--- config.mk ---
export PLATFORM = sky130hd
export DESIGN_NAME = lcd8080_bus_ctrl
export DESIGN_NICKNAME = d
export VERILOG_FILES = /design/src/rtl/lcd8080_bus_ctrl.sv
export SDC_FILE = /design/constraint.sdc
export NUM_CORES = 1
export LEC_CHECK = 0
export ABC_AREA = 1
export CORE_ASPECT_RATIO = 1.2
export CORE_MARGIN = 5
export CORE_UTILIZATION = 52
export CTS_CLUSTER_DIAMETER = 100
export DETAILED_ROUTE_END_ITERATION = 12
export GPL_TIMING_DRIVEN = 0
export PLACE_DENSITY_LB_ADDON = 0.2
export RECOVER_POWER = 25
export SLEW_MARGIN = 20
export SYNTH_ARGS = -nofsm -noshare
export SYNTH_HDL_FRONTEND = slang
export SYNTH_SLANG_ARGS = --single-unit
--- constraint.sdc ---
create_clock -name clk -period 2.3 [get_ports clk]
set_clock_uncertainty 0.05 [all_clocks]
set_input_delay 0.575 -clock clk [delete_from_list [all_inputs] [get_ports clk]]
set_output_delay 0.575 -clock clk [all_outputs]
set_load 0.02 [all_outputs]
--- src/rtl/lcd8080_bus_ctrl.sv ---
// ---------------------------------------------------------------------------
// lcd8080_bus_ctrl
//
// Purpose:
//   8080-series parallel LCD bus master. It sits between the ILI934x
//   command/pixel sequencer and the panel pins. It takes one request at a time
//   over a valid/ready handshake. Each request becomes one chip-select framed
//   transaction on the panel bus, which is one of:
//     - a write: one SETUP phase, then (rep+1) wr_n strobes with cs_n, dc and
//       data held. This is used for pixel fills.
//     - a register read: one SETUP phase, a single rd_n strobe, and
//       lcd_d_in captured at the end of the strobe.
//   Setup, strobe and recovery lengths are set by parameters, in clk cycles.
//
// Parameters:
//   DATA_W        bus width, 8 or 16
//   REP_W         width of the repeat count
//   SETUP_CYC     cycles of cs_n/dc/data valid before the first strobe
//   WR_PULSE_CYC  cycles wr_n held low
//   WR_RECOV_CYC  cycles wr_n held high after each write strobe
//   RD_PULSE_CYC  cycles rd_n held low
//   RD_RECOV_CYC  cycles rd_n held high after the read strobe
//
// Ports:
//   clk, rst_n            single clock, synchronous active-low reset
//   item_valid/ready      request handshake; ready is high only in IDLE
//   item_is_cmd           1 = command (dc=0), 0 = data (dc=1)
//   item_is_rd            1 = read transaction, 0 = write
//   item_data             write value
//   item_rep              extra write strobes (N gives N+1 strobes)
//   rd_valid, rd_data     one-cycle pulse plus the captured read value
//   busy                  high whenever the controller is not IDLE
//   lcd_cs_n/rd_n/wr_n/dc panel control pins, all registered
//   lcd_d_out/d_oe/d_in   split bidirectional data bus
// ---------------------------------------------------------------------------
module lcd8080_bus_ctrl #(
  parameter int DATA_W       = 8,
  parameter int REP_W        = 16,
  parameter int SETUP_CYC    = 1,
  parameter int WR_PULSE_CYC = 2,
  parameter int WR_RECOV_CYC = 1,
  parameter int RD_PULSE_CYC = 4,
  parameter int RD_RECOV_CYC = 2
) (
  input  logic              clk,
  input  logic              rst_n,
  input  logic              item_valid,
  output logic              item_ready,
  input  logic              item_is_cmd,
  input  logic              item_is_rd,
  input  logic [DATA_W-1:0] item_data,
  input  logic [REP_W-1:0]  item_rep,
  output logic              rd_valid,
  output logic [DATA_W-1:0] rd_data,
  output logic              busy,
  output logic              lcd_cs_n,
  output logic              lcd_rd_n,
  output logic              lcd_wr_n,
  output logic              lcd_dc,
  output logic [DATA_W-1:0] lcd_d_out,
  output logic              lcd_d_oe,
  input  logic [DATA_W-1:0] lcd_d_in
);

  // Parameter legality is checked at elaboration, so a bad configuration
  // never reaches synthesis.
  if (DATA_W != 8 && DATA_W != 16) begin : g_bad_data_w
    $error("lcd8080_bus_ctrl: DATA_W must be 8 or 16");
  end
  if (SETUP_CYC < 1 || WR_PULSE_CYC < 1 || WR_RECOV_CYC < 1 ||
      RD_PULSE_CYC < 1 || RD_RECOV_CYC < 1) begin : g_bad_timing
    $error("lcd8080_bus_ctrl: all timing parameters must be >= 1");
  end
  if (REP_W < 1) begin : g_bad_rep_w
    $error("lcd8080_bus_ctrl: REP_W must be >= 1");
  end

  // One shared phase counter times every state. It has to hold the longest
  // phase length minus one.
  localparam int MAX_AB  = (SETUP_CYC > WR_PULSE_CYC) ? SETUP_CYC : WR_PULSE_CYC;
  localparam int MAX_CD  = (WR_RECOV_CYC > RD_PULSE_CYC) ? WR_RECOV_CYC : RD_PULSE_CYC;
  localparam int MAX_ABCD = (MAX_AB > MAX_CD) ? MAX_AB : MAX_CD;
  localparam int MAX_CYC = (MAX_ABCD > RD_RECOV_CYC) ? MAX_ABCD : RD_RECOV_CYC;
  localparam int CNT_W   = (MAX_CYC > 1) ? $clog2(MAX_CYC) : 1;

  localparam logic [CNT_W-1:0] SETUP_LAST = CNT_W'(SETUP_CYC - 1);
  localparam logic [CNT_W-1:0] WR_LO_LAST = CNT_W'(WR_PULSE_CYC - 1);
  localparam logic [CNT_W-1:0] WR_HI_LAST = CNT_W'(WR_RECOV_CYC - 1);
  localparam logic [CNT_W-1:0] RD_LO_LAST = CNT_W'(RD_PULSE_CYC - 1);
  localparam logic [CNT_W-1:0] RD_HI_LAST = CNT_W'(RD_RECOV_CYC - 1);

  typedef enum logic [2:0] {
    S_IDLE,
    S_SETUP,
    S_WR_LO,
    S_WR_HI,
    S_RD_LO,
    S_RD_HI
  } state_t;

  state_t              state_q, state_d;
  logic [CNT_W-1:0]    cnt_q, cnt_d;
  logic [REP_W-1:0]    rep_q, rep_d;
  logic                is_rd_q, is_rd_d;
  logic                cs_n_q, cs_n_d;
  logic                rd_n_q, rd_n_d;
  logic                wr_n_q, wr_n_d;
  logic                dc_q, dc_d;
  logic [DATA_W-1:0]   d_out_q, d_out_d;
  logic                d_oe_q, d_oe_d;
  logic                rd_valid_q, rd_valid_d;
  logic [DATA_W-1:0]   rd_data_q, rd_data_d;
  logic                phase_done;

  // True on the last cycle of the current timed phase.
  always_comb begin
    phase_done = 1'b0;
    case (state_q)
      S_SETUP: phase_done = (cnt_q == SETUP_LAST);
      S_WR_LO: phase_done = (cnt_q == WR_LO_LAST);
      S_WR_HI: phase_done = (cnt_q == WR_HI_LAST);
      S_RD_LO: phase_done = (cnt_q == RD_LO_LAST);
      S_RD_HI: phase_done = (cnt_q == RD_HI_LAST);
      default: phase_done = 1'b0;
    endcase
  end

  // Next-state logic. Pin values are derived from the next state, so each
  // registered pin changes on the same edge where the state register enters
  // the state that owns that pin value.
  always_comb begin
    state_d    = state_q;
    cnt_d      = cnt_q;
    rep_d      = rep_q;
    is_rd_d    = is_rd_q;
    dc_d       = dc_q;
    d_out_d    = d_out_q;
    rd_data_d  = rd_data_q;
    rd_valid_d = 1'b0;

    if (state_q != S_IDLE) begin
      cnt_d = phase_done ? '0 : cnt_q + CNT_W'(1);
    end

    case (state_q)
      S_IDLE: begin
        if (item_valid) begin
          state_d = S_SETUP;
          cnt_d   = '0;
          is_rd_d = item_is_rd;
          dc_d    = ~item_is_cmd;
          rep_d   = item_is_rd ? '0 : item_rep;
          // On a read, d_out keeps its old value because the bus is not driven.
          if (!item_is_rd) begin
            d_out_d = item_data;
          end
        end
      end
      S_SETUP: begin
        if (phase_done) begin
          state_d = is_rd_q ? S_RD_LO : S_WR_LO;
        end
      end
      S_WR_LO: begin
        if (phase_done) begin
          state_d = S_WR_HI;
        end
      end
      S_WR_HI: begin
        // The repeat counter is tested before it is decremented, so an
        // all-ones count gives exactly 2^REP_W strobes and never wraps.
        if (phase_done) begin
          if (rep_q != '0) begin
            rep_d   = rep_q - REP_W'(1);
            state_d = S_WR_LO;
          end else begin
            state_d = S_IDLE;
          end
        end
      end
      S_RD_LO: begin
        if (phase_done) begin
          state_d    = S_RD_HI;
          rd_data_d  = lcd_d_in;
          rd_valid_d = 1'b1;
        end
      end
      S_RD_HI: begin
        if (phase_done) begin
          state_d = S_IDLE;
        end
      end
      default: begin
        state_d = S_IDLE;
      end
    endcase

    cs_n_d = (state_d == S_IDLE);
    wr_n_d = (state_d != S_WR_LO);
    rd_n_d = (state_d != S_RD_LO);
    d_oe_d = ((state_d == S_SETUP) && !is_rd_d) ||
             (state_d == S_WR_LO) || (state_d == S_WR_HI);
  end

  // State, counters and all pin registers. Reset abandons any burst that is
  // in flight.
  always_ff @(posedge clk) begin
    if (!rst_n) begin
      state_q    <= S_IDLE;
      cnt_q      <= '0;
      rep_q      <= '0;
      is_rd_q    <= 1'b0;
      cs_n_q     <= 1'b1;
      rd_n_q     <= 1'b1;
      wr_n_q     <= 1'b1;
      dc_q       <= 1'b1;
      d_out_q    <= '0;
      d_oe_q     <= 1'b0;
      rd_valid_q <= 1'b0;
      rd_data_q  <= '0;
    end else begin
      state_q    <= state_d;
      cnt_q      <= cnt_d;
      rep_q      <= rep_d;
      is_rd_q    <= is_rd_d;
      cs_n_q     <= cs_n_d;
      rd_n_q     <= rd_n_d;
      wr_n_q     <= wr_n_d;
      dc_q       <= dc_d;
      d_out_q    <= d_out_d;
      d_oe_q     <= d_oe_d;
      rd_valid_q <= rd_valid_d;
      rd_data_q  <= rd_data_d;
    end
  end

  assign item_ready = (state_q == S_IDLE);
  assign busy       = (state_q != S_IDLE);
  assign rd_valid   = rd_valid_q;
  assign rd_data    = rd_data_q;
  assign lcd_cs_n   = cs_n_q;
  assign lcd_rd_n   = rd_n_q;
  assign lcd_wr_n   = wr_n_q;
  assign lcd_dc     = dc_q;
  assign lcd_d_out  = d_out_q;
  assign lcd_d_oe   = d_oe_q;

endmodule

# Word-level counts from Yosys, hierarchy flattened
# Cells that the tools add are included.
# classes
n_addsub	2
eq_ne	15
muxes	22
bitwise	2
reduce_logical	17
# op_table
op	count
$mux W16	4
$pmux W16 S2	1
$mux W3	7
$pmux W3 S6	1
$reduce_bool A16 Y1	1
$sub A16 B1 Y16 const B	1
$eq A3 B2 Y1 const B	4
$mux W2	5
$eq A3 B1 Y1 const B	2
$eq A3 B3 Y1 const B	2
$logic_not A3 Y1	2
$ne A2 B2 Y1 const B	3
$reduce_and A2 Y1	3
$reduce_and A4 Y1	1
$reduce_or A2 Y1	2
$mux W1	3
$ne A3 B2 Y1 const B	1
$ne A3 B3 Y1 const B	1
$pmux W1 S3	1
$reduce_and A3 Y1	1
$reduce_bool A3 Y1	1
$add A2 B1 Y2 const B	1
$eq A2 B1 Y1 const B	1
$eq A2 B2 Y1 const B	1
other kinds (6)	8
# totals
ff_bits	44
inputBits	37
output_inout_bits	24
word_cells	70

# Depth between registers and ports, before layout
# Gate-level depths: netlist (run 1).
# depth
word_depth	9
ltp_mapped	12
ltp_nobuf	12

# Least setup slack after synthesis (run 1)
# No wires, ideal clock.
# synth_path
path_kind	reg2reg
startpoint	register rep_q[0]
endpoint	register rep_q[8]
setup_ps	111
arrival_time_ps	1377
required_time_ps	2139
slack_ps	761
stages_incl_launch_ff	11
path_buffers	1
synth_period_minus_slack_ps	1539
cell_sequence	dfxtp_1 inv_1 ha_1 nand2_2 nor3_2 nand4_1 nand3_4 buf_6 nand2_1 nand2_1 nor2_1
# synth_between
elab_chain_len	4
word_cells_on_any_way	7
classes_between	1 x add/sub; 1 x eq/ne; 3 x mux; 2 x reduce/logical
# synth_rtl
element	line	source
start: declaration	103	logic [REP_W-1:0] rep_q, rep_d;
start signal: assignment	224	rep_q <= rep_d;
$sub A16 B1 Y16	174	rep_d = rep_q - REP_W'(1);
$mux W16	173	if (rep_q != '0) begin
$mux W16	172	if (phase_done) begin
$pmux W16 S2	145	case (state_q)
# Parallel ways exist; a longest one is shown, timed or not. The select of a mux whose other input is x is not followed.
# A chain may end at the register's enable or synchronous reset.

# Final worst setup path (run 1)
# layout_path
startpoint	register state_q[0]
endpoint	output port item_ready
# layout_between
elab_chain_len	1
# layout_rtl
element	line	source
start: declaration	101	state_t state_q, state_d;
start signal: assignment	222	state_q <= state_d;
$logic_not A3 Y1	237	assign item_ready = (state_q == S_IDLE);
end: declaration	48	output logic item_ready,
# No other way between the ends.

==> results_dict.tcl, run 1 <==
set metrics [dict create \
    maxCapViolCount 0 \
    synth_top_flop_cell "dfxtp_1" \
    layout_commonest_cell "nand2_1" \
    critPathLaunchType "register" \
    p_seq_share_pct 39.5 \
    cp-end-kind "output port" \
    gr-total-overflow 0 \
    routed_wl_um 5950 \
    fin_nets 453 \
    report.final.slew_viol_count 0 \
    p_leak_nw 1.40 \
    initial_core_util_pct 54.3 \
    crit_buf_inv 2 \
    viasPerCell 5.04 \
    wire_per_inst_um 12.6 \
    clock-sinks 44 \
    globalRouteMet1Util_pct 21.4 \
    hpwl_um 4560 \
    grt_busiest_layer "met2" \
    gp_congestion 0.912 \
    n_fill_cell 388 \
    slew_headroom_pct 70.7 \
    ant_nets 0 \
    num_rows 26 \
    netlist_instances 348 \
    slowest_stage "clkdlybuf4s50_1" \
    worst-path-stages 4 \
    grt_use_total_pct 20.1 \
    fin_crit_sh_pct 95.6 \
    cts_root_buf "clkbuf_8" \
    cts-buffers-inserted 5 \
    report.power.total_w 0.00226 \
    grt_first_pass_wirelength_um 9860 \
    netlist_area_mm2 0.00235 \
    synth-edff-count 0 \
    grt_max_degree 16 \
    htree_levels 2 \
    vias 2374 \
    cts_setup_buffers 0 \
    async_reset_ff_share_pct 0 \
    clockBufferDepth 2 \
    antenna_found_initial 0 \
    area_delta_synth_final_pct 32.1 \
    min_path_type "reg2reg" \
    clk_pin_slew_worst_paths_ns 0.09 \
    synth_nets 387 \
    final_cell_mix "74 x nand2_1, 72 x nor2_1, 58 x clkdlybuf4s50_1" \
    hold_viol 0 \
    drive_above_1_share_pct 9.64 \
    clkPwrFrac_pct 27.1 \
    cp_top_family "buffers and inverters" \
    drt_iter0_drc 114 \
    fmax_mhz 455 \
    min_period_ns 2.20 \
    cts_hold_buf 0 \
    fin_cells 471 \
    die-area_mm2 0.00597 \
    cts_tree "built" \
    max_stage_delay_ns 0.60 \
    path_max_fanout 4 \
    core_mm2 0.00433 \
    hold_depth 2 \
    rsz0062_at_grt "no" \
    syn_avg_cell_area_um2 6.76 \
    status "complete, no violations" \
    worst-slew-pin-transition_ns 0.439 \
    arrival_ns 1.57 \
    firstDrtPassIters 4 \
    ys_ff_latch 44 \
    cts_resized 0 \
    worstPathRequired_ns 1.67 \
    multiInputGateArea_mm2 0.00124 \
    die_x_um 71.4 \
    setup_tns_ns 0 \
    ff2ff_path_depth 9 \
    ys_types 29 \
    powerDensity_mw_per_mm2 729 \
    setup_violations 0 \
    drc 0 \
    post-place-cells 463 \
    met2_usage_pct 37.6 \
    yosysWarnings 0 \
    vdd_ir_drop_max_mv 0.467 \
    met3_usage_pct 3.98 \
    grt_pass1_vias 2268 \
    internal-power_w 0.00147 \
    die_y_um 83.7 \
    crit_chain "nor2_2 -> nand2_2 -> inv_2 -> clkdlybuf4s50_1" \
    ioPinCount 61 \
    clock_latency_ns 0.30 \
    port_buffers 59 \
    diodes 0 \
    register_area_um2 881 \
    ys_seq_area_share_pct 37.5 \
    switching_power_w 0.000790 \
    pwr-share-comb_pct 33.5 \
    setup.worst_path.class "reg2out" \
    sw_frac_of_total_pct 34.9 \
]
-- worst paths after layout --
path | endpoint | startpoint | slack [ns]
hold reg to reg | rd_data[7]$_SDFFE_PN0P_ | rd_data[7]$_SDFFE_PN0P_ | 0.44
setup reg to reg | rd_data[4]$_SDFFE_PN0P_ | cnt_q[0]$_SDFF_PN0_ | 0.27
hold / removal | rd_data[7]$_SDFFE_PN0P_ | rd_data[7]$_SDFFE_PN0P_ | 0.44
setup / recovery | item_ready | state_q[0]$_SDFF_PN0_ | 0.10
-- synth_stat cells (3+ instances only) --
master / number / area [um2]
nand2_2: 7 / 43.8
nor2_1: 72 / 270
nand4_1: 5 / 31.3
nand3_1: 20 / 100
nand2_1: 71 / 267
a21oi_1: 13 / 65.1
nor2_2: 4 / 25.0
inv_1: 32 / 120
nand3_4: 3 / 52.6
xor2_1: 7 / 61.3
buf_1: 3 / 11.3
o21ai_1: 4 / 20.0
buf_6: 3 / 33.8
inv_2: 7 / 26.3
dfxtp_1: 44 / 881
o21ai_0: 31 / 155
-- power by group through the flow --
stage	clock network, W	registers [W]	logic (W)
finish	0.000613	0.000893	0.000758
global route	0.000648	0.000902	0.000847
CTS	0.000625	0.000892	0.000761
detailed placement	0	0.000910	0.000753
global placement	0	0.000908	0.000743
floorplan	0	0.000933	0.000488
-- area by class of cell --
class / instances / area share, %
clock inverter: 3 / 1.49
inverter: 39 / 4.71
tap: 56 / 2.26
multi-input combinational: 254 / 39.8
timing repair buffer: 59 / 19.0
clock buffer: 5 / 2.22
buffer: 11 / 2.13
sequential: 44 / 28.4
-- worst min-delay path, stage by stage, from the launching register on --
cell and delay, ns:
dfxtp_1 0.33, nor2_1 0.04, nor2_1 0.08
-- sequential cells by signal (all words and copies together), names as in the netlist --
name and count:
rep_q 16, lcd_d_out 8, rd_data 8, state_q 3, cnt_q 2, is_rd_q 1
lcd_cs_n 1, lcd_d_oe 1, lcd_dc 1, lcd_rd_n 1, lcd_wr_n 1, rd_valid 1
-- per-stage QoR --
| step | setup slack [ns] | cell area, um2 | utilization (%) | hold slack (ns) |
|---|---|---|---|---|
| 2_1_floorplan | 0.761 | 2350 | - | 0.407 |
| 3_3_place_gp | 0.249 | 3010 | 69.6 | 0.405 |
| 3_5_place_dp | 0.240 | 3010 | 69.6 | 0.421 |
| 4_1_cts | 0.0816 | 3130 | 72.3 | 0.442 |
| 5_1_grt | 0.0291 | 3110 | 71.8 | 0.463 |
| 6_report | 0.101 | 3110 | 71.8 | 0.439 |
-- routing by layer --
| layer | part of all wire (%) | vias up |
|---|---|---|
| li1 | - | 1231 |
| met1 | 42 | 1055 |
| met2 | 51 | 72 |
| met3 | 5.0 | 16 |
| met4 | 2.6 | 0 |
| met5 | 0 | - |
-- logic make-up (layout without fill, tap and decap cells) --
family                     after synthesis  in the layout  share of synthesized area (%)
and+or+nand+nor                        192            192                           37.4
AOI/OAI and AO/OA                       52             52                           11.7
adders and majority gates                2              2                           1.06
buffers and inverters                   50            117                           9.37
DFF                                     44             44                           37.5
xor gates and xnor gates                 8              8                           2.98
Note: power is estimated with default switching activity, not from simulation.
==> run 2, diff against run 1 <==
--- a/config.mk
+++ b/config.mk
@@ -14,6 +14,7 @@
 export GPL_TIMING_DRIVEN = 0
 export PLACE_DENSITY_LB_ADDON = 0.2
 export RECOVER_POWER = 25
+export REMOVE_ABC_BUFFERS = 1
 export SLEW_MARGIN = 20
 export SYNTH_ARGS = -nofsm -noshare
 export SYNTH_HDL_FRONTEND = slang
==> results_dict.tcl, run 2 (synthesized netlist as in run 1, its figures left out) <==
set metrics [dict create \
    worstPathRequired_ns 1.67 \
    num_rows 26 \
    firstDrtPassIters 4 \
    report.power.total_w 0.00220 \
    slew_headroom_pct 56.9 \
    status "complete, no violations" \
    clkPwrFrac_pct 26.6 \
    area_delta_synth_final_pct 30.2 \
    routed_wl_um 5490 \
    grt_pass1_vias 2097 \
    timing.rr.start "rep_q[0]$_SDFFE_PN0P_" \
    drc 0 \
    vdd_ir_drop_max_mv 0.441 \
    wire_per_inst_um 11.9 \
    gp_congestion 0.861 \
    cts-buffers-inserted 5 \
    sw_frac_of_total_pct 33.9 \
    clock_latency_ns 0.30 \
    crit_start "state_q[0]$_SDFF_PN0_" \
    gr-total-overflow 0 \
    setup.worst_path.class "reg2out" \
    initial_core_util_pct 54.3 \
    die-area_mm2 0.00597 \
    p_seq_share_pct 40.6 \
    n_fill_cell 406 \
    die_y_um 83.7 \
    drt_iter0_drc 156 \
    critPathLaunchType "register" \
    hold_depth 2 \
    grt_first_pass_wirelength_um 9290 \
    rsz0062_at_grt "no" \
    min_period_ns 2.22 \
    holdCritStartpoint "lcd_dc$_SDFFE_PN1P_" \
    worst-slew-pin-transition_ns 0.646 \
    drive_above_1_share_pct 9.58 \
    setup_tns_ns 0 \
    antenna_found_initial 0 \
    grt_max_degree 36 \
    fin_nets 445 \
    hold_viol 0 \
    report.final.slew_viol_count 0 \
    clockBufferDepth 2 \
    internal-power_w 0.00145 \
    cp-end-kind "output port" \
    fin_util_pct 70.8 \
    cts_root_buf "clkbuf_8" \
    ff2ff_path_depth 8 \
    vias 2331 \
    cts_tree "built" \
    pwr-share-comb_pct 32.7 \
    fin_crit_sh_pct 96.4 \
    top_register "rep_q" \
    die_x_um 71.4 \
    clock-sinks 44 \
    port_buffers 60 \
    largest_reg_flops 16 \
    maxCapViolCount 0 \
    arrival_ns 1.59 \
    layout_commonest_cell "nor2_1" \
    p_leak_nw 1.38 \
    powerDensity_mw_per_mm2 718 \
    ant_nets 0 \
    htree_levels 2 \
    viasPerCell 5.03 \
    switching_power_w 0.000745 \
    hpwl_um 4030 \
    ioPinCount 61 \
    min_path_type "reg2reg" \
    path_max_fanout 4 \
    clk_pin_slew_worst_paths_ns 0.08 \
    final_cell_mix "73 x nor2_1, 72 x nand2_1, 59 x clkdlybuf4s50_1" \
    fmax_mhz 451 \
    grt_use_total_pct 19.0 \
    setup_violations 0 \
    diodes 0 \
    core_mm2 0.00433 \
]
## run 2: cell types whose count changed in the layout (fill, tap and decap cells not counted), moves of 2 or more
cell      before  now
buf_6          2    0
clkbuf_1       2    0
buf_2          2    0
nand2_1       74   72
buf_1          3    0
nand2_2        5    7
## run 2: path summary, 6_finish.rpt
kind                                              end  slack [ns]
worst max-delay path                       item_ready        0.08
worst min-delay path              lcd_dc$_SDFFE_PN1P_        0.43
worst max register to register  rep_q[0]$_SDFFE_PN0P_        0.35
worst min register to register    lcd_dc$_SDFFE_PN1P_        0.43
## run 2: metrics by stage
stage                     setup WS, ns  hold slack (ns)  instance area (um2)  cells
after floorplan                  0.235            0.407                 2280    337
after global routing            0.0179            0.469                 3060    463
after global placement          -0.411            0.406                 2950    453
after CTS                       0.0335            0.437                 3080    463
after detailed placement        -0.420            0.414                 2950    453
final                           0.0832            0.432                 3060    463
## run 2: per-layer routing
metal | vias to the layer above | GRT usage, % | routed length [um]
met3 | 7 | 4.10 | 307
met5 | - | 0 | 0
li1 | 1220 | - | -
met2 | 55 | 33.9 | 2810
met1 | 1049 | 22.1 | 2320
met4 | 0 | 5.64 | 63
## run 2: critical path: stages (launching register included)
cell,delay [ns]
dfxtp_1,0.36
nor2_2,0.15
nand2_2,0.10
inv_2,0.09
clkdlybuf4s50_1,0.60
## run 2: final cells by class
cell class	instances	area, um2	share of cell area (%)
Clock buffer	5	68.8	2.25
Clock inverter	3	42.5	1.39
Inverter	39	146	4.78
Multi-Input combinational cell	254	1240	40.5
Sequential cell	44	882	28.8
Tap cell	56	70.1	2.29
Timing Repair Buffer	62	611	19.9
## run 2: power groups by stage
stage | combinational [W] | sequential (W) | clock (W)
3_5_place_dp | 0.000722 | 0.000909 | 0
3_3_place_gp | 0.000705 | 0.000906 | 0
5_1_grt | 0.000811 | 0.000903 | 0.000642
2_1_floorplan | 0.000460 | 0.000933 | 0
6_report | 0.000719 | 0.000892 | 0.000585
4_1_cts | 0.000732 | 0.000892 | 0.000609
## run 2: timing repair
action                                  CTS  global route
gates resized for setup                   2             1
hold buffers                              0             0
pin swaps                                 1             0
setup buffers                             2             0
endpoints found under the setup margin   19             2
==> run 3, diff against run 2 <==
--- a/config.mk
+++ b/config.mk
@@ -15,6 +15,7 @@
 export PLACE_DENSITY_LB_ADDON = 0.2
 export RECOVER_POWER = 25
 export REMOVE_ABC_BUFFERS = 1
+export SKIP_LAST_GASP = 1
 export SLEW_MARGIN = 20
 export SYNTH_ARGS = -nofsm -noshare
 export SYNTH_HDL_FRONTEND = slang
==> results of run 3 <==
Same layout as run 2: the final DEF is identical, and so are final timing and power.
